--- config.mk ---
export PLATFORM = sky130hd
export DESIGN_NAME = palette_lut
export DESIGN_NICKNAME = d
export VERILOG_FILES = /design/src/rtl/vga_color_pkg.sv /design/src/rtl/palette_bank_ram.sv /design/src/rtl/palette_lut.sv
export SDC_FILE = /design/constraint.sdc
export NUM_CORES = 1
export LEC_CHECK = 0
export CORE_AREA = 2 2 178 180
export DETAILED_ROUTE_END_ITERATION = 12
export DIE_AREA = 0 0 180 182
export PLACE_DENSITY = 0.71
export REMOVE_ABC_BUFFERS = 1
export SLEW_MARGIN = 40
export SYNTH_ARGS = -nofsm -noshare
export SYNTH_HDL_FRONTEND = slang
export SYNTH_SLANG_ARGS = --single-unit
--- constraint.sdc ---
create_clock -name clk -period 4.3 [get_ports clk]
set_input_delay 1.29 -clock clk [delete_from_list [all_inputs] [get_ports clk]]
set_output_delay 1.29 -clock clk [all_outputs]
set_load 0.005 [all_outputs]
--- src/rtl/vga_color_pkg.sv ---
// vga_color_pkg: default palette contents and helpers shared by the colour LUT.
package vga_color_pkg;
  localparam int MAX_RGB_W = 96;
  localparam int COL_BG = 0;
  localparam int COL_BLACK = 1;
  localparam int COL_CYAN = 2;
  localparam int COL_CREAM = 3;
  localparam int COL_BROWN = 4;
  localparam int COL_GREEN = 5;
  localparam int COL_WHITE = 6;
  localparam logic [23:0] DEFAULT_PALETTE [8] = '{
    24'hAAAAAA, 24'h000000, 24'h00FFFF, 24'hFFE4B5,
    24'hD2B48C, 24'h00FF00, 24'hFFFFFF, 24'hAAAAAA
  };
  // Each 8-bit channel is left-aligned into RGB_W/3 bits (truncated or zero-padded).
  function automatic logic [MAX_RGB_W-1:0] default_rgb(input int idx, input int rgb_w);
    logic [23:0] c24;
    logic [MAX_RGB_W-1:0] v;
    logic [MAX_RGB_W-1:0] r;
    int cw;
    c24 = idx < 8 ? DEFAULT_PALETTE[idx[2:0]] : DEFAULT_PALETTE[COL_BG];
    cw = rgb_w / 3;
    r = '0;
    for (int ch = 0; ch < 3; ch++) begin
      v = MAX_RGB_W'(c24[ch*8 +: 8]);
      v = cw >= 8 ? v << (cw - 8) : v >> (8 - cw);
      r |= v << (ch * cw);
    end
    return r;
  endfunction
endpackage

--- src/rtl/palette_bank_ram.sv ---
// palette_bank_ram: one palette bank, synchronous write, combinational read, reset to defaults.
module palette_bank_ram
  import vga_color_pkg::*;
#(
  parameter int IDX_W = 3,
  parameter int RGB_W = 24
) (
  input  logic             clk,
  input  logic             rst,
  input  logic             we,
  input  logic [IDX_W-1:0] widx,
  input  logic [RGB_W-1:0] wdata,
  input  logic [IDX_W-1:0] ridx,
  output logic [RGB_W-1:0] rdata
);
  logic [RGB_W-1:0] mem [2**IDX_W];
  always_ff @(posedge clk)
    for (int i = 0; i < 2**IDX_W; i++)
      mem[i] <= rst ? RGB_W'(default_rgb(i, RGB_W)) : (we && widx == IDX_W'(i)) ? wdata : mem[i];
  assign rdata = mem[ridx];
endmodule

--- src/rtl/palette_lut.sv ---
// palette_lut: multi-bank writable colour LUT, 2-cycle registered lookup, bank swap at frame start.
module palette_lut
  import vga_color_pkg::*;
#(
  parameter int IDX_W = 3,
  parameter int RGB_W = 24,
  parameter int BANKS = 2,
  parameter int BANK_W = BANKS > 1 ? $clog2(BANKS) : 1
) (
  input  logic              clk,
  input  logic              rst,
  input  logic              wr_en,
  input  logic [BANK_W-1:0] wr_bank,
  input  logic [IDX_W-1:0]  wr_idx,
  input  logic [RGB_W-1:0]  wr_rgb,
  input  logic [BANK_W-1:0] bank_req,
  input  logic              frame_start,
  input  logic              pix_valid,
  input  logic              pix_de,
  input  logic [IDX_W-1:0]  pix_idx,
  output logic              rgb_valid,
  output logic [RGB_W-1:0]  rgb,
  output logic [BANK_W-1:0] bank_active,
  output logic              swap_pending
);
  logic [RGB_W-1:0] rd [BANKS];
  logic [RGB_W-1:0] s1_rgb;
  logic [BANK_W-1:0] bank_next;
  logic s1_valid;
  for (genvar b = 0; b < BANKS; b++) begin : g_bank
    palette_bank_ram #(.IDX_W(IDX_W), .RGB_W(RGB_W)) u_ram (
      .clk, .rst,
      .we(wr_en && wr_bank == BANK_W'(b)),
      .widx(wr_idx), .wdata(wr_rgb),
      .ridx(pix_idx), .rdata(rd[b])
    );
  end
  // The frame-start pixel already uses the requested bank; out-of-range requests are dropped.
  always_comb bank_next = frame_start && 32'(bank_req) < BANKS ? bank_req : bank_active;
  assign swap_pending = bank_req != bank_active;
  // Array read is captured in stage 1 so a same-cycle write still yields the old colour.
  always_ff @(posedge clk) begin
    bank_active <= rst ? '0 : bank_next;
    s1_valid <= rst ? 1'b0 : pix_valid;
    s1_rgb <= pix_de ? rd[bank_next] : '0;
    rgb_valid <= rst ? 1'b0 : s1_valid;
    rgb <= rst ? '0 : s1_valid ? s1_rgb : rgb;
  end
endmodule

==> flow_summary_export.csv <==
group,metric,value,unit
cts,cts_max_level,2,
worst_setup_path,cp_data_required_time,3.01,ns
final_layout,final_cell_mix,"edfxtp_1 (384), mux2i_1 (73), mux4_1 (65), clkdlybuf4s50_1 (60), dfxtp_1 (50)",
timing,finalHoldViolCount,0,
timing,slew_violations,0,
final_layout,final_common_cell,"edfxtp_1",
floorplan,pin_count,65,
global_routing,grt-ovfl-total,0,
final_layout,instances_no_fill,1304,
floorplan,die_x,180,um
yosys,synth_edf_count,384,
drt,ant_nets,0,
pwr,ir_drop,0.268,mV
placed_design,post-place-ws,0.569,ns
timing,fin_ws,0.567,ns
worst_setup_path,worstPathArrival,2.44,ns
final_layout,layout-area-overhead-vs-synth,14.8,%
cts,clk_latency,0.53,ns
global_routing,grt_max_degree,48,
yosys,ys_types,22,
global_routing,antenna_found_initial,0,
yosys,ys_seq_elements,435,
yosys,ys_top_cells_by_area,"edfxtp_1 (69%), mux4_1 (10%), dfxtp_1 (6.1%)",
final_layout,drive_gt1_share,17.2,%
drt,wirelength,35.0,mm
timing,rsz0062_at_grt,"false",
pwr,clkPwrFrac,38.3,%
floorplan,coreArea,0.0310,mm2
yosys,yosysTopAreaCell,"edfxtp_1",
floorplan,core.rowCount,65,
pwr,p_sw,1.96,mW
pwr,combPwrFrac,7.5,%
placed_design,dpl.hpwl,18.4,mm
cts,cts_setup_buffers,0,
worst_setup_path,start_kind,"primary input",
drt,drt_iter0_markers,541,
timing,slew_headroom,53.8,%
drt,routedWlPerCell,26.8,um
drt,routed-via-count,7888,
final_layout,num-fill-cells,2076,
yosys,netlist_instances,779,
yosys,synth.avg_cell_area,21.6,um2
global_routing,grt_pass1_wl,51.8,mm
final_layout,nNetsFinal,907,
drt,drcViolationCount,0,
pwr,intPower,7.45,mW
yosys,synth_top_cell_area_share,68.7,%
cts,clkTransAtPathRegs,0.06,ns
worst_setup_path,critPathMaxFanout,2,
drt,drt_first_pass_iters,5,
cts,numCtsBuffers,44,
flow_run,drv_cap,0,
yosys,yosysWarnings,0,
pwr,p_leak,6.84,nW
yosys,synthArstFlopShare,0,%
timing,finalSetupTns,0,ns
pwr,power_switching_share,20.8,%
final_layout,diodes,0,
cts,clockBufferDepth,3,
hold_path,hold_path_class,"flop to flop",
timing,post-route-period-util,86.8,%
timing,tightest_slew,0.693,ns
cts,cts_tree,"done",
timing,fin_skew,0.0117,ns
cts,cts.hold.buffers_added,0,
floorplan,dieArea,0.0328,mm2
timing,period_minus_slack,3.73,ns
floorplan,initial_core_util,54.2,%
cts,cts_sinks,435,
pwr,share_seq_of_total_power,54.2,%
timing,holdWs,0.469,ns
global_routing,grt_util_all_layers,21.8,%
timing,max_freq,268,MHz
cts,cts_resized,0,
placed_design,io_buffers,64,
yosys,ys.flop_type,"edfxtp_1",
timing,setup_violations,0,
placed_design,gp_congestion,0.745,
pwr,pwr_density_cell,488,mW/mm2
floorplan,dieHeight,182,um
outcome,status,"finished clean",
placed_design,placed_cells,1225,
yosys,syn_area,0.0168,mm2
worst_setup_path,end_kind,"output pin",
global_routing,first_global_vias,8209,
worst_setup_path,crit_type,"primary input to output pin",
drt,vias_per_cell,6.05,
yosys,seq_area_frac_synth,74.8,%
cts,cts_root_buf,"clkbuf_16",
flip-flops by register name, indices dropped and copies added (netlist names):
register / flops
rgb_valid: 1
bank_active: 1
g_bank.u_ram.mem: 384
s1_valid: 1
rgb: 24
s1_rgb: 24
metrics by stage:
step | utilization [%] | power [mW] | cell area [um2]
6_report | 62.2 | 9.42 | 19300
5_1_grt | 62.2 | 9.73 | 19300
4_1_cts | 62.2 | 9.49 | 19300
3_5_place_dp | 57.8 | 5.90 | 17900
3_3_place_gp | 57.8 | 5.85 | 17900
2_1_floorplan | - | 5.53 | 16500
synthesized netlist by cell type, types with 3 or more instances:
cell / n
nor2b_1: 29
clkbuf_1: 15
buf_4: 5
dlygate4sd1_1: 3
o22ai_1: 24
buf_2: 7
nor2_1: 30
a41o_1: 3
mux4_2: 31
mux2i_1: 73
edfxtp_1: 384
buf_6: 15
a31o_2: 6
a21o_1: 7
mux4_1: 65
or2_2: 24
dfxtp_1: 51
critical path, stage by stage:
cell	delay (ns)
clkdlybuf4s50_1	0.50
xor2_1	0.15
clkdlybuf4s50_1	0.51
layout make-up:
type | count | area, um2 | area share [%]
clock buffer | 60 | 1190 | 6.18
clock inverter | 19 | 171 | 0.889
multi-input combinational | 298 | 3910 | 20.3
sequential | 435 | 12600 | 65.1
tap | 402 | 503 | 2.61
timing repair buffer | 90 | 948 | 4.92
power by group through the flow:
stage | Clock, mW | Combinational, mW | Sequential, mW
global route | 3.85 | 0.753 | 5.13
floorplan | 0 | 0.398 | 5.14
CTS | 3.67 | 0.717 | 5.11
detailed placement | 0 | 0.713 | 5.19
global placement | 0 | 0.695 | 5.16
finish | 3.61 | 0.708 | 5.10
path summary, 6_finish.rpt:
check	slack, ns	cells after the start	from	to
setup reg to reg	2.72	4	bank_active	s1_rgb[17]
hold / removal	0.47	2	s1_rgb[13]	rgb[13]
hold reg to reg	0.47	2	s1_rgb[13]	rgb[13]
setup / recovery	0.57	3	bank_req	swap_pending
cell families (layout without fill, tap and decap cells):
group	after synthesis	after routing	synth area share, %
compound gates	40	40	1.70
xor+xnor	1	1	0.0522
buf+inv	46	169	2.00
flops	435	435	74.8
mux	169	169	18.7
simple gates	88	88	2.80
layer usage:
layer | vias to the layer above | track usage (%) | wire (um)
met1 | 4118 | 29.4 | 14300
met2 | 289 | 37.3 | 17900
met4 | 0 | 6.41 | 841
met3 | 64 | 3.05 | 1980
met5 | - | 0 | 0
li1 | 3417 | - | -
No activity file was read; power rests on OpenSTA's default activity.
